`config.mk`:
```
export PLATFORM = sky130hd
export DESIGN_NAME = buf_arbiter
export DESIGN_NICKNAME = d
export VERILOG_FILES = /design/src/rtl/buf_arbiter.sv
export SDC_FILE = /design/constraint.sdc
export NUM_CORES = 1
export LEC_CHECK = 0
export CORE_MARGIN = 2
export CORE_UTILIZATION = 38
export DETAILED_ROUTE_END_ITERATION = 6
export GPL_ROUTABILITY_DRIVEN = 0
export PLACE_DENSITY = 0.89
export SYNTH_ARGS = -nofsm -noshare
export SYNTH_HDL_FRONTEND = slang
export SYNTH_SLANG_ARGS = --single-unit
```
`constraint.sdc`:
```
create_clock -name clk -period 4.9 [get_ports clk]
set_clock_uncertainty 0.15 [all_clocks]
set_input_delay 1.47 -clock clk [delete_from_list [all_inputs] [get_ports clk]]
set_output_delay 1.47 -clock clk [all_outputs]
set_load 0.02 [all_outputs]
```
`src/rtl/buf_arbiter.sv`:
```
// -----------------------------------------------------------------------------
// buf_arbiter
//
// Round-robin arbiter feeding a single-entry registered output buffer.
// N requesters offer W-bit words with valid/ready handshakes; one winner per
// cycle is chosen by a rotating pointer and its word is captured in the output
// register. The output register is refilled in the same cycle it drains, so a
// continuous stream flows at one word per cycle.
//
// Parameters
//   N          number of requesters (2..8)
//   W          data width per requester and of the output
//
// Ports
//   clk        clock, all state updates on the rising edge
//   rst_n      asynchronous active-low reset
//   req_valid  [N]    requester i offers a word
//   req_data   [N*W]  requester i word at bits [i*W +: W]
//   req_ready  [N]    combinational grant, one-hot or zero
//   o_valid           output register holds a word
//   o_data     [W]    registered output word
//   o_ready           downstream accepts o_data this cycle
//   o_src      [clog2(N)] index of the requester that supplied o_data
//   busy              copy of o_valid, status only
// -----------------------------------------------------------------------------
module buf_arbiter #(
  parameter int unsigned N = 4,
  parameter int unsigned W = 8
) (
  input  logic                 clk,
  input  logic                 rst_n,
  input  logic [N-1:0]         req_valid,
  input  logic [N*W-1:0]       req_data,
  output logic [N-1:0]         req_ready,
  output logic                 o_valid,
  output logic [W-1:0]         o_data,
  input  logic                 o_ready,
  output logic [$clog2(N)-1:0] o_src,
  output logic                 busy
);

  localparam int unsigned SW = $clog2(N);

  // Constants sized to the index arithmetic to keep widths exact.
  localparam logic [SW:0]   NumReq  = (SW+1)'(N);
  localparam logic [SW-1:0] LastIdx = SW'(N - 1);

  typedef enum logic [0:0] {
    StEmpty = 1'b0,
    StFull  = 1'b1
  } state_e;

  state_e          state_q;
  logic [W-1:0]    data_q;
  logic [SW-1:0]   src_q;
  logic [SW-1:0]   ptr_q;

  logic            slot_free;
  logic            grant_any;
  logic [SW-1:0]   winner;
  logic [SW-1:0]   ptr_next;
  logic [W-1:0]    win_data;
  logic            load;

  // ---------------------------------------------------------------------------
  // Slot availability. Gated by rst_n so no grant can be issued while reset is
  // held, even though the state register already reads EMPTY.
  // ---------------------------------------------------------------------------
  always_comb begin
    slot_free = rst_n && ((state_q == StEmpty) || o_ready);
  end

  // ---------------------------------------------------------------------------
  // Round-robin search: candidate k is (ptr + k) mod N, first valid one wins.
  // The sum is one bit wider than an index so the modulo is a single subtract,
  // which keeps wrap-around correct for N that is not a power of two.
  // ---------------------------------------------------------------------------
  always_comb begin
    logic [SW:0]   sum;
    logic [SW-1:0] cand;
    grant_any = 1'b0;
    winner    = '0;
    sum       = '0;
    cand      = '0;
    for (int unsigned k = 0; k < N; k++) begin
      sum = {1'b0, ptr_q} + (SW+1)'(k);
      if (sum >= NumReq) begin
        sum = sum - NumReq;
      end
      cand = sum[SW-1:0];
      if (!grant_any && req_valid[cand]) begin
        grant_any = 1'b1;
        winner    = cand;
      end
    end
  end

  always_comb begin
    ptr_next = (winner == LastIdx) ? '0 : winner + SW'(1);
    win_data = req_data[winner*W +: W];
    load     = slot_free && grant_any;
    req_ready = load ? (N'(1) << winner) : '0;
  end

  // ---------------------------------------------------------------------------
  // Two-state buffer FSM with registered outputs. A load takes priority over a
  // drain so a simultaneous drain and refill keeps the slot FULL with no bubble.
  // On a drain without refill, data and source are held for observability.
  // ---------------------------------------------------------------------------
  always_ff @(posedge clk or negedge rst_n) begin
    if (!rst_n) begin
      state_q <= StEmpty;
      data_q  <= '0;
      src_q   <= '0;
      ptr_q   <= '0;
    end else begin
      unique case (state_q)
        StEmpty: begin
          if (load) begin
            state_q <= StFull;
            data_q  <= win_data;
            src_q   <= winner;
            ptr_q   <= ptr_next;
          end
        end
        StFull: begin
          if (load) begin
            data_q <= win_data;
            src_q  <= winner;
            ptr_q  <= ptr_next;
          end else if (o_ready) begin
            state_q <= StEmpty;
          end
        end
        default: state_q <= StEmpty;
      endcase
    end
  end

  always_comb begin
    o_valid = (state_q == StFull);
    busy    = o_valid;
    o_data  = data_q;
    o_src   = src_q;
  end

endmodule

```
# [Word-level counts from Yosys, hierarchy flattened]
# Index checks and enable logic that the tools add are counted.
[op_classes] n_addsub=8 order_cmp=8 eq_ne=1 shifts=2 n_mux=29 bitwise=1 reduce_logical=9
[op_table] op="indexed part select 32 x 6 -> 8 bit" count=1
[op_table] op="2-to-1 mux 2 bit" count=11
[op_table] op="less-than comparator 2 x 3 -> 1 bit, second input constant" count=4
[op_table] op="2-to-1 mux 1 bit" count=11
[op_table] op=">= comparator 3 bit, second input constant" count=3
[op_table] op="binary-select mux 1 bit (select 2 bit)" count=4
[op_table] op="2-to-1 mux 8 bit" count=1
[op_table] op="subtractor 2 x 1 -> 2 bit, second input constant" count=4
[op_table] op="adder 2 x 2 -> 3 bit, second input constant" count=2
[op_table] op="logical AND 1 bit" count=5
[op_table] op="2-to-1 mux 4 bit" count=1
[op_table] op="<< shifter 1 x 2 -> 4 bit, first input constant" count=1
[op_table] op="adder 2 x 1 -> 3 bit, second input constant" count=1
[op_table] op=">= comparator 2 x 3 -> 1 bit, second input constant" count=1
[op_table] op="zero test 1 bit" count=3
[op_table] op="adder 2 x 1 -> 2 bit, second input constant" count=1
[op_table] op="equality test 2 bit, second input constant" count=1
[op_table] op="case mux 1 bit (2 select lines)" count=1
[op_table] op="logical OR 1 bit" count=1
[op_table] op="NOT 1 bit" count=1
[word_totals] ff_bits=13 wordCells=62

# [Depth between registers and ports, before layout]
[depth] depth_word=17 ltp_mapped=6

# [Least setup slack after synthesis]
# No wires, ideal clock.
[synth_path] kind="input -> output" start="in req_valid[0]" end="out req_ready[1]" arrival_time_ns=2.542 required_ns=3.280 path_slack_ns=0.738 path_stages=5 path_buffers=1 path_cell_list="and2b_1 > nor3_2 > o22ai_2 > buf_6 > nor3_1"
[synth_between] elab_chain_cells=14 elab_cells_between_ends=25 cone_classes="1 x shift; 17 x mux; 7 x reduce/logical"
[synth_rtl] item="start, declared" line_no="32" rtl="input logic [N-1:0] req_valid,"
[synth_rtl] item="binary-select mux 1 bit (select 2 bit)" line_no="91" rtl="if (!grant_any && req_valid[cand]) begin"
[synth_rtl] item="2-to-1 mux 1 bit (not written as such)" line_no="91"
[synth_rtl] item="2-to-1 mux 1 bit" line_no="91"
[synth_rtl] item="zero test 1 bit" line_no="91"
[synth_rtl] item="logical AND 1 bit" line_no="91"
[synth_rtl] item="2-to-1 mux 1 bit" line_no="91"
[synth_rtl] item="zero test 1 bit" line_no="91"
[synth_rtl] item="logical AND 1 bit" line_no="91"
[synth_rtl] item="2-to-1 mux 1 bit" line_no="91"
[synth_rtl] item="zero test 1 bit" line_no="91"
[synth_rtl] item="logical AND 1 bit" line_no="91"
[synth_rtl] item="2-to-1 mux 2 bit / 2-to-1 mux 1 bit (equally long branches)" line_no="91"
[synth_rtl] item="<< shifter 1 x 2 -> 4 bit / logical AND 1 bit (equally long branches)" line_no="102, 101"
[synth_rtl] item="2-to-1 mux 4 bit (*)" line_no="102" rtl="req_ready = load ? (N'(1) << winner) : '0;"
[synth_rtl] item="end, declared" line_no="34" rtl="output logic [N-1:0] req_ready,"
# Every way passes the cells marked *; elsewhere a longest branch is shown, timed or not. The select of a mux whose other input is x is not followed.

# [Worst setup path in the final report]
[layout_path] start="in req_valid[1]" end="out req_ready[2]"
# Same word-level chain as after synthesis.

==> impl_metrics.tcl <==
set metrics [dict create \
    outcome "completed" \
    die_x_um 51.01 \
    crit_cells 7 \
    fin_crit_sh_pct 97.75 \
    antennaDiodeCount 0 \
    powerDensity_nw_per_um2 424.6 \
    critPathLaunchType "input port" \
    antenna_found_initial 0 \
    clock_latency_ps 280 \
    r2r_cells 6 \
    leakagePower_uw 0.0006964 \
    clock_path_buffers 2 \
    synth-seq-cells 13 \
    remaining_drc_errors 0 \
    post-dp-hpwl_um 2093 \
    place_area_um2 1444 \
    dieHeight_um 51.01 \
    required_ps 3280 \
    finalSetupViolCount 0 \
    drt.antenna.violating_nets 0 \
    worstHoldStart "o_src[1]$_DFFE_PN0P_" \
    start_util_pct 39.08 \
    tightest_slew_ps 301.6 \
    r2r-start "ptr_q[0]$_DFFE_PN0P_" \
    crit_buf_inv 3 \
    drv_cap 0 \
    cp_cell_sequence "clkdlybuf4s50_1 -> a21oi_1 -> or3_1 -> o221a_2 -> buf_4 -> and3_1 -> dlygate4sd2_1" \
    grt_usage_pct 20.92 \
    grt_max_degree 17 \
    ys_warn_count 0 \
    cts_tree "built" \
    root_buffer "clkbuf_4" \
    avgSynthCellArea_um2 10.24 \
    place_inst 169 \
    total_power_uw 625.3 \
    cp-startpoint "req_valid[1]" \
    final_nets 185 \
    numPortBuffers 54 \
    drive_above_1_share_pct 13.79 \
    max_clock_freq_ghz 0.2088 \
    ys_types 24 \
    critPathMaxFanout 5 \
    die_area_um2 2602 \
    final_util_pct 68.55 \
    stdcell_count 173 \
    cts_hold_buf 0 \
    ir_worst_vdd_mv 0.2731 \
    yosys.area.top_type "dfrtp_1" \
    numCtsBuffers 3 \
    crit_family "buffers and inverters" \
    stdcell_area_um2 1473 \
    post_drt_wl_per_cell_um 14.87 \
    pin_count 55 \
    first_iter_violations 13 \
    drt_wl_total_um 2572 \
    yosys.area.top_type_share_pct 38.75 \
    criticalPathCategory "input port to output pin" \
    htreeDepth 1 \
    drt-pass1-iter-count 4 \
    clock_sinks 13 \
    vias 908 \
    period_minus_slack_ps 4790 \
    grt_pass1_wl_um 4105 \
    hold_path_depth 2 \
    cpPeakStageDelay_ps 580 \
    arrival_ps 3170 \
    yosysSeqAreaShare_pct 38.75 \
    clk_pin_slew_ps 80 \
    coreArea_um2 2148 \
    syn-num-nets 121 \
    grt_pass1_vias 872 \
    cp_slowest_cell "clkdlybuf4s50_1" \
    grt_overflow 0 \
    netlist_area_um2 839.6 \
    slew_viol_final 0 \
    rsz0062_at_grt "no" \
    end_kind "output pin" \
    fp-row-count 17 \
    hold_violations 0 \
    avgViaCountPerCell 5.249 \
    synthTopCellsByArea "dfrtp_1 (39%), mux2i_1 (19%), o221ai_1 (9.4%)" \
    netlist_instances 82 \
    hp-class "flop to flop" \
    syn2layout_area_growth_pct 75.41 \
    timing.slew.headroom_pct 79.67 \
    fillers 174 \
]
## power breakdown
part	total, µW	switching (µW)	internal [µW]
registers	179	28.6	150
clock network	68.9	37.3	31.5
logic	378	185	193
total	625	251	375
## routing by layer
| metal | up-vias | wire (µm) | GRT usage (%) |
|---|---|---|---|
| met4 | 0 | 76 | 10.36 |
| li1 | 430 | - | - |
| met1 | 438 | 1011 | 24.35 |
| met3 | 8 | 117 | 1.462 |
| met2 | 32 | 1367 | 38.31 |
| met5 | - | 0 | 0 |
## cell usage after synthesis, drive strengths merged
| library cell | instances |
|---|---|
| inv | 3 |
| a221oi | 1 |
| xnor2 | 1 |
| o221ai | 9 |
| o221a | 1 |
| or3 | 1 |
| buf | 5 |
| and2b | 3 |
| o41ai | 1 |
| nor3 | 3 |
| o21ai | 1 |
| and3 | 2 |
| dfrtp | 13 |
| a21o | 1 |
| nand2 | 14 |
| a21oi | 2 |
| nor2 | 2 |
| mux2i | 16 |
| nand2b | 2 |
| o22ai | 1 |
## repair_timing
| action | in CTS | in global routing |
|---|---|---|
| resized for setup | 5 | 0 |
| setup buffers | 0 | 0 |
| setup endpoints to repair | 4 | 0 |
## flip-flops by register name, summed over array words and instances, names as in the netlist
register and flops:
o_src 2, o_data 8, busy 1, ptr_q 2
## worst paths after layout
check	slack, ps	end
setup reg to reg	2920	o_data[1]$_DFFE_PN0P_
max in group asynchronous	3020	o_data[0]$_DFFE_PN0P_
min in group asynchronous	1410	busy$_DFF_PN0_
hold / removal	340	o_src[1]$_DFFE_PN0P_
hold reg to reg	340	o_src[1]$_DFFE_PN0P_
setup / recovery	110	req_ready[2]
## cells by family after synthesis
logic type,synth area share [%]
buffers and inverters,6.855
DFF,38.75
muxes,19.08
and+or+nand+nor,16.54
xor gates and xnor gates,1.043
AOI/OAI and AO/OA,17.73
## placed cells by master, fill, tap and decap left out, types with 2 or more instances in the layout
cell,netlist,final
a21oi_1,2,2
o221ai_1,9,9
inv_1,3,3
dlygate4sd2_1,0,4
nor3_1,2,2
nor2_1,2,2
mux2i_1,16,16
nand2b_1,2,2
clkdlybuf4s50_1,0,50
and3_1,2,2
clkbuf_4,0,3
buf_4,1,10
dfrtp_1,13,13
nand2_2,2,2
and2b_1,3,3
nand2_1,12,12
## worst reg2reg max path: stages, from the launching register on
cell      delay (ps)
dfrtp_1          390
and2b_1          250
nor3_2            70
o22ai_2          220
buf_4            340
mux2i_1          270
o221ai_1         150
## layout make-up
cell class	instances	area [µm²]	area share (%)
Timing Repair Buffer	64	610.6	41.46
Multi-Input combinational cell	61	464.2	31.52
Sequential cell	13	325.3	22.09
Tap cell	28	35.03	2.379
Clock buffer	4	26.28	1.784
Inverter	3	11.26	0.7647
## stage by stage
stage          hold slack [ps]  setup TNS, ps  setup WS (ps)
3_5_place_dp             321.9         -433.8         -124.7
3_3_place_gp             311.3         -246.4         -95.80
5_1_grt                  363.7              0          36.33
4_1_cts                  343.0              0          111.5
2_1_floorplan            368.2              0          737.7
6_report                 337.7              0          110.1
Power figures use the tool's default switching activity.
